==> src/rtl/lsu_pkg.sv <==
// rtl/lsu_pkg.sv - shared types and lane helpers for the sub-word load/store unit
package lsu_pkg;

    typedef enum logic [1:0] {
        SZ_BYTE = 2'b00,
        SZ_HALF = 2'b01,
        SZ_WORD = 2'b10
    } size_e;

    typedef enum logic {
        IDLE     = 1'b0,
        MERGE_WR = 1'b1
    } state_e;

    // Little-endian lane select with optional sign extension; word size passes through.
    function automatic logic [31:0] lane_extract(
        input logic [31:0] word,
        input logic [1:0]  addr_lo,
        input logic [1:0]  size,
        input logic        uns
    );
        logic [7:0]  b;
        logic [15:0] h;
        logic [31:0] res;
        b = word[{addr_lo, 3'b000} +: 8];
        h = addr_lo[1] ? word[31:16] : word[15:0];
        case (size)
            SZ_BYTE: res = uns ? {24'b0, b} : {{24{b[7]}}, b};
            SZ_HALF: res = uns ? {16'b0, h} : {{16{h[15]}}, h};
            default: res = word;
        endcase
        return res;
    endfunction

    function automatic logic [31:0] lane_merge(
        input logic [31:0] word,
        input logic [31:0] wdata,
        input logic [1:0]  addr_lo,
        input logic [1:0]  size
    );
        logic [31:0] res;
        res = word;
        case (size)
            SZ_BYTE: res[{addr_lo, 3'b000} +: 8] = wdata[7:0];
            SZ_HALF: begin
                if (addr_lo[1]) res[31:16] = wdata[15:0];
                else            res[15:0]  = wdata[15:0];
            end
            default: res = wdata;
        endcase
        return res;
    endfunction

endpackage

==> src/rtl/lsu_subword_lane_align.sv <==
// rtl/lsu_subword_lane_align.sv - combinational load extract and store merge lanes
module lsu_lane_align
    import lsu_pkg::*;
(
    input  logic [31:0] rd_word,
    input  logic [31:0] wdata,
    input  logic [1:0]  addr_lo,
    input  logic [1:0]  size,
    input  logic        uns,
    output logic [31:0] ld_data,
    output logic [31:0] mg_data
);

    always_comb begin
        ld_data = lane_extract(rd_word, addr_lo, size, uns);
        mg_data = lane_merge(rd_word, wdata, addr_lo, size);
    end

endmodule

==> src/rtl/lsu_subword.sv <==
// rtl/lsu_subword.sv - MEM-stage load/store initiator with sub-word read-modify-write
module lsu_subword
    import lsu_pkg::*;
#(
    parameter int ADDR_W = 32,
    parameter int DATA_W = 32
) (
    input  logic              clk,
    input  logic              reset,
    input  logic              req_valid,
    input  logic              req_write,
    input  logic [1:0]        req_size,
    input  logic              req_unsigned,
    input  logic [ADDR_W-1:0] req_addr,
    input  logic [DATA_W-1:0] req_wdata,
    output logic [DATA_W-1:0] rdata,
    output logic              stall,
    output logic              misaligned,
    output logic [ADDR_W-1:0] memAddr,
    output logic [DATA_W-1:0] memWriteData,
    output logic              MemWrite,
    output logic              MemRead,
    input  logic [DATA_W-1:0] memReadData
);

    state_e            state_q, state_d;
    logic [ADDR_W-1:0] addr_q, addr_d;
    logic [DATA_W-1:0] merge_q, merge_d;

    logic [DATA_W-1:0] ld_data;
    logic [DATA_W-1:0] mg_data;
    logic              bad_align;
    logic [ADDR_W-1:0] word_addr;

    lsu_lane_align u_align (
        .rd_word (memReadData),
        .wdata   (req_wdata),
        .addr_lo (req_addr[1:0]),
        .size    (req_size),
        .uns     (req_unsigned),
        .ld_data (ld_data),
        .mg_data (mg_data)
    );

    assign word_addr = {req_addr[ADDR_W-1:2], 2'b00};
    assign bad_align = (req_size == 2'b11)
                     || (req_size == SZ_HALF && req_addr[0])
                     || (req_size == SZ_WORD && req_addr[1:0] != 2'b00);

    always_comb begin
        state_d      = state_q;
        addr_d       = addr_q;
        merge_d      = merge_q;
        rdata        = '0;
        stall        = 1'b0;
        misaligned   = 1'b0;
        memAddr      = '0;
        memWriteData = '0;
        MemWrite     = 1'b0;
        MemRead      = 1'b0;
        case (state_q)
            IDLE: begin
                if (req_valid) begin
                    memAddr = word_addr;
                    if (bad_align) begin
                        misaligned = 1'b1;
                    end else if (!req_write) begin
                        MemRead = 1'b1;
                        rdata   = ld_data;
                    end else if (req_size == SZ_WORD) begin
                        MemWrite     = 1'b1;
                        memWriteData = req_wdata;
                    end else begin
                        MemRead = 1'b1;
                        stall   = 1'b1;
                        addr_d  = word_addr;
                        merge_d = mg_data;
                        state_d = MERGE_WR;
                    end
                end
            end
            MERGE_WR: begin
                // Only latched state drives this cycle; a reset here suppresses the write.
                MemWrite     = !reset;
                memWriteData = merge_q;
                memAddr      = addr_q;
                state_d      = IDLE;
            end
            default: state_d = IDLE;
        endcase
    end

    always_ff @(posedge clk) begin
        if (reset) begin
            state_q <= IDLE;
            addr_q  <= '0;
            merge_q <= '0;
        end else begin
            state_q <= state_d;
            addr_q  <= addr_d;
            merge_q <= merge_d;
        end
    end

endmodule
==> config.mk <==
export PLATFORM = sky130hd
export DESIGN_NAME = lsu_subword
export DESIGN_NICKNAME = d
export VERILOG_FILES = /design/src/rtl/lsu_pkg.sv /design/src/rtl/lsu_subword_lane_align.sv /design/src/rtl/lsu_subword.sv
export SDC_FILE = /design/constraint.sdc
export NUM_CORES = 1
export LEC_CHECK = 0
export ABC_CLOCK_PERIOD_IN_PS = 2700
export CAP_MARGIN = 10
export CORE_ASPECT_RATIO = 0.7
export CORE_MARGIN = 3
export CORE_UTILIZATION = 38
export CTS_CLUSTER_SIZE = 14
export DETAILED_ROUTE_END_ITERATION = 8
export PLACE_DENSITY = 0.79
export SYNTH_ARGS = -nofsm -noshare
export SYNTH_HDL_FRONTEND = slang
export SYNTH_SLANG_ARGS = --single-unit
==> constraint.sdc <==
create_clock -name clk -period 2.7 [get_ports clk]
set_input_delay 0.405 -clock clk [delete_from_list [all_inputs] [get_ports clk]]
set_output_delay 0.405 -clock clk [all_outputs]
set_load 0.02 [all_outputs]
# [Word-level counts from Yosys, hierarchy flattened]
# Cells that the tools add are included.
[op_classes] add_sub_neg=1 muxes=37 shift=3 reduce_logical=8 n_bitwise=3 eq_ne=3
[ops] op="2-to-1 mux 32 bit" count=11
[ops] op="one-hot mux 32 bit (2 select lines)" count=4
[ops] op="2-to-1 mux 16 bit" count=3
[ops] op="bitwise mux 32 bit" count=1
[ops] op="variable shift 8 x 7 -> 32 bit, first input constant" count=1
[ops] op="variable part select 32 x 6 -> 8 bit" count=1
[ops] op="variable part select 8 x 7 -> 32 bit" count=1
[ops] op="2-to-1 mux 1 bit" count=16
[ops] op="negator 5 -> 7 bit" count=1
[ops] op="AND reduction 5 bit" count=1
[ops] op="== test 2 bit, second input constant" count=2
[ops] op="one-hot mux 1 bit (2 select lines)" count=2
[ops] op="NOT 1 bit" count=3
[ops] op="== test 2 x 1 -> 1 bit, second input constant" count=1
[ops] op="logical AND 1 bit" count=2
[ops] op="logical NOT 2 bit" count=1
[ops] op="logical OR 1 bit" count=2
[ops] op="nonzero test 2 bit" count=1
[ops] op="logical NOT 1 bit" count=1
[totals] out_inout_bits=100 regBits=63 elab_cells=58 in_bits=103

# [Longest topological paths before layout]
[depth] depth_word=7 depth_mapped=10 ltp_nobuf=6

# [Hierarchy]
# A second synthesis with hierarchy kept.
[hier_totals] hier_cells=701 hier_area_um2=5276.3
[modules_own_cells] module="lsu_subword" area_each_um2=3706.1 cells_per_inst=466 instances=1
[modules_own_cells] module="lsu_lane_align" area_each_um2=1570.3 cells_per_inst=235 instances=1

# [Least setup slack after synthesis]
# OpenSTA, ideal clock, no wires.
[synth_timing] path_type="input -> output" startpoint="in req_addr[1]" endpoint="out rdata[21]" stages=10 path_buffers=4 arrival_time_ns=2.669 slack_ns=-0.374 cell_sequence="clkbuf_1 inv_1 clkbuf_1 ha_1 nor2b_1 or4_1 clkbuf_1 o21bai_1 buf_2 a21oi_1"
[synth_between] elab_chain_cells=7
[synth_rtl] item="start, declared" line_no="lsu_subword.sv:14" rtl="input logic [ADDR_W-1:0] req_addr,"
[synth_rtl] item="variable part select 32 x 6 -> 8 bit / 2-to-1 mux 16 bit (equally long branches)" line_no="lsu_pkg.sv:25, lsu_pkg.sv:26"
[synth_rtl] item="2-to-1 mux 32 bit (on tied branches)" line_no="lsu_pkg.sv:28, lsu_pkg.sv:29"
[synth_rtl] item="one-hot mux 32 bit (2 select lines)" line_no="lsu_pkg.sv:27" rtl="case (size)"
[synth_rtl] item="2-to-1 mux 32 bit" line_no="lsu_subword.sv:67" rtl="end else if (!req_write) begin"
[synth_rtl] item="2-to-1 mux 32 bit *" line_no="lsu_subword.sv:65" rtl="if (bad_align) begin"
[synth_rtl] item="2-to-1 mux 32 bit *" line_no="lsu_subword.sv:63" rtl="if (req_valid) begin"
[synth_rtl] item="2-to-1 mux 32 bit *" line_no="lsu_subword.sv:61" rtl="case (state_q)"
[synth_rtl] item="end, declared" line_no="lsu_subword.sv:16" rtl="output logic [DATA_W-1:0] rdata,"
# Mark *: on every way between the ends. The rest lies on a longest branch, timed or not.

# [Worst setup path after layout]
[layout_timing] startpoint="in req_addr[0]" endpoint="out memWriteData[9]"
[layout_between] elab_chain_cells=6
[layout_rtl] item="nonzero test 2 bit / logical AND 1 bit (equally long branches)" line_no="lsu_subword.sv:48, lsu_subword.sv:47"
[layout_rtl] item="logical AND 1 bit / logical OR 1 bit (equally long branches)" line_no="lsu_subword.sv:48, lsu_subword.sv:47"
[layout_rtl] item="logical OR 1 bit *" line_no="lsu_subword.sv:48" rtl="|| (req_size == SZ_WORD && req_addr[1:0] != 2'b00);"
[layout_rtl] item="2-to-1 mux 32 bit *" line_no="lsu_subword.sv:65"
[layout_rtl] item="2-to-1 mux 32 bit *" line_no="lsu_subword.sv:63"
[layout_rtl] item="one-hot mux 32 bit (2 select lines) *" line_no="lsu_subword.sv:61"
[layout_rtl] item="end, declared" line_no="lsu_subword.sv:20" rtl="output logic [DATA_W-1:0] memWriteData,"
# Marked as above.

==> flow_metrics.env <==
export IMPL_worst_pin_slew_ns=0.856
export IMPL_status="completed"
export IMPL_yosysTopAreaCellShare_pct=29.5
export IMPL_vias=5722
export IMPL_place_gp_congestion=0.943
export IMPL_cp_end_kind="primary output"
export IMPL_synth_area_sq_mm=0.00428
export IMPL_ys_top_cells_by_area="dfxtp_1 29%, nand2_1 14%, a21oi_1 9.2%, a22o_1 6.6%, o21ai_0 5.2%"
export IMPL_start_util_pct=40.1
export IMPL_critical_path_class="primary input to primary output"
export IMPL_maxSlewHeadroom_pct=42.9
export IMPL_setup_violations=0
export IMPL_path_clk_slew_ns=0.05
export IMPL_overflow=0
export IMPL_worst_path_max_delay_cell="or3_4"
export IMPL_grt_start_max_net_pins=94
export IMPL_critPathMaxStageDelay_ns=0.35
export IMPL_cts_inserted_buffers=9
export IMPL_postCtsHoldBufs=0
export IMPL_yosys_cell_count_top_type="nand2_1"
export IMPL_synth_main_ff_cell="dfxtp_1"
export IMPL_slew_viol_final=0
export IMPL_dr_pass1_iters=6
export IMPL_viasPerCell=5.65
export IMPL_ys_top_cells_by_count="160 x nand2_1, 79 x a21oi_1, 63 x dfxtp_1"
export IMPL_fp_dieArea_sq_mm=0.0126
export IMPL_antenna_found_initial=0
export IMPL_synth_edf_count=0
export IMPL_power_mw=2.82
export IMPL_powerDensity_mw_per_mm2=393
export IMPL_rows=31
export IMPL_maxCapViolCount=0
export IMPL_synthArstFlopShare_pct=0
export IMPL_coreArea_sq_mm=0.0107
export IMPL_grt_pass1_wl_um=29700
export IMPL_die_width_um=133
export IMPL_drtIter0Drc=474
export IMPL_port_buffers=200
export IMPL_cpMostUsedCell="buf_6"
export IMPL_synth_avg_cell_area_sq_um=6.71
export IMPL_synth_warnings=0
export IMPL_cts_tree="yes"
export IMPL_worst_hold_slack_ns=0.453
export IMPL_rr_startpoint="state_q"
export IMPL_ir_worst_vdd_uv=331
export IMPL_critPathArrivalTime_ns=2.22
export IMPL_cts_max_level=3
export IMPL_die_y_um=94.7
export IMPL_ys_seq_area_share_pct=29.5
export IMPL_drt_wirelength_per_cell_um=18.8
export IMPL_fmax_mhz=381
export IMPL_min_from="addr_q[16]"
export IMPL_cp_start_kind="primary input"
export IMPL_cp_cell_sequence="dlygate4sd2_1, buf_4, o21a_1, or3_4, nor4_4, buf_6, bufbuf_16, a22o_1, buf_6"
export IMPL_fin_worst_skew_ns=0.00507
export IMPL_clkLatencyLatePin_ns=0.33
export IMPL_wl_um=19000
export IMPL_hpwl_um=14000
export IMPL_hold_viol=0
export IMPL_period_share_pct=97.3
export IMPL_final_cells=1013
export IMPL_rsz0062_at_grt="true"
export IMPL_critPathRequiredTime_ns=2.30
export IMPL_hp_class="flip-flop to flip-flop"
export IMPL_insertedDiodeCount=0
export IMPL_drive_gt1_share_pct=22.4
export IMPL_grtUsageTotal_pct=29.5
export IMPL_crit_fanout=5
export IMPL_clkSinkCount=63
export IMPL_grt_pass1_vias=5466
export IMPL_p_leak_nw=2.90
export IMPL_cts_root_buf="clkbuf_16"
export IMPL_drc=0
export IMPL_cp_startpoint="req_addr[0]"
export IMPL_reg2reg_slack_ns=0.65
export IMPL_boundaryPins=203
export IMPL_synth_distinct_cells=40
export IMPL_postSynthRegisterBits=63
export IMPL_cts_max_path_buffers=2
export IMPL_place_inst=991
export IMPL_nets=969
export IMPL_areaGrowthSynthToFinish_pct=67.6
export IMPL_yosysTopAreaCell="dfxtp_1"
export IMPL_ant_nets=0
export IMPL_fin_crit_ns=2.63
export IMPL_syn_inst=637
-- what timing repair did --
action	CTS	global route
buffers inserted	4	1
gates cloned	2	0
endpoints found under the setup margin	67	44
gates resized for setup	293	16
pin swaps	4	4
-- metrics by stage --
step	setup TNS, ns	instance area, sq um	utilization, %	worst slack [ns]
final	0	7170	67.2	0.0730
after global routing	-0.0106	7170	67.2	-0.00549
after CTS	0	7100	66.5	0.00366
after detailed placement	-32.02	6890	64.6	-0.564
after global placement	-30.01	6890	64.6	-0.515
after floorplan	-0.567	4470	-	-0.0293
-- worst paths after layout --
check	endpoint	depth (start not counted)
max	memWriteData[9]	9
min	addr_q[16]	2
max reg2reg	merge_q[9]	6
min reg2reg	addr_q[16]	2
-- final cells by class --
type	count	area [sq um]
multi-input cells	488	2900
fillers	929	3500
inverters	31	116
repair buffers	268	2440
flip-flops and latches	63	1260
well taps	148	185
clock buffers	11	243
clock inverters	4	22.5
-- where the power goes --
part           internal (mW)  leakage [nW]  switching, mW  total, mW
registers              0.967         0.513         0.0210      0.988
logic                  0.369          2.26          0.424      0.793
clock network          0.635         0.131          0.401       1.04
-- sequential cells by signal (all words and copies together), names as in the netlist --
| signal | count |
|---|---|
| state_q | 1 |
| addr_q | 30 |
| merge_q | 32 |
-- cells by family after synthesis --
family,count (synthesis),synth area share (%)
and+or+nand+nor,243,23.8
AOI/OAI and AO/OA,230,35.1
buffers and inverters,87,8.19
adders and majority gates,5,1.46
muxes,8,1.87
other,1,0.0877
DFF,63,29.5
-- placed cells by master (no fill, tap or decap), types with 2 or more instances in the layout --
| cell type | n |
|---|---|
| nand2_1 | 159 |
| clkdlybuf4s50_1 | 128 |
| buf_4 | 69 |
| a21oi_1 | 68 |
| dfxtp_1 | 62 |
| nor2_1 | 48 |
| o21ai_0 | 44 |
| buf_2 | 32 |
| a22o_1 | 31 |
| inv_1 | 28 |
| a211oi_1 | 24 |
| a221oi_1 | 21 |
| buf_6 | 17 |
| nor3_1 | 11 |
| clkdlybuf4s15_2 | 11 |
| a21oi_4 | 10 |
| clkbuf_16 | 9 |
| mux2i_1 | 8 |
| nor3_2 | 8 |
| a31o_2 | 8 |
| o22ai_1 | 7 |
| dlygate4sd2_1 | 5 |
| a211o_1 | 4 |
| ha_1 | 4 |
| nor2b_1 | 3 |
| inv_2 | 3 |
| clkinv_2 | 3 |
| nand2b_1 | 2 |
| a21o_1 | 2 |
| or4b_2 | 2 |
| conb_1 | 2 |
| clkdlybuf4s15_1 | 2 |
| buf_12 | 2 |
-- routing by layer --
layer / vias up / track usage (%) / wire, um
met5: - / 0 / 0
met4: 0 / 7.18 / 332
met3: 27 / 7.45 / 1710
met2: 302 / 46.5 / 8550
met1: 2698 / 40.6 / 8440
li1: 2695 / - / -
-- critical path, delay by kind of cell --
family	cells	cell delay (ns)
buf+inv	5	0.93
compound gates	2	0.35
simple gates	2	0.53
Power figures use the tool's default switching activity.
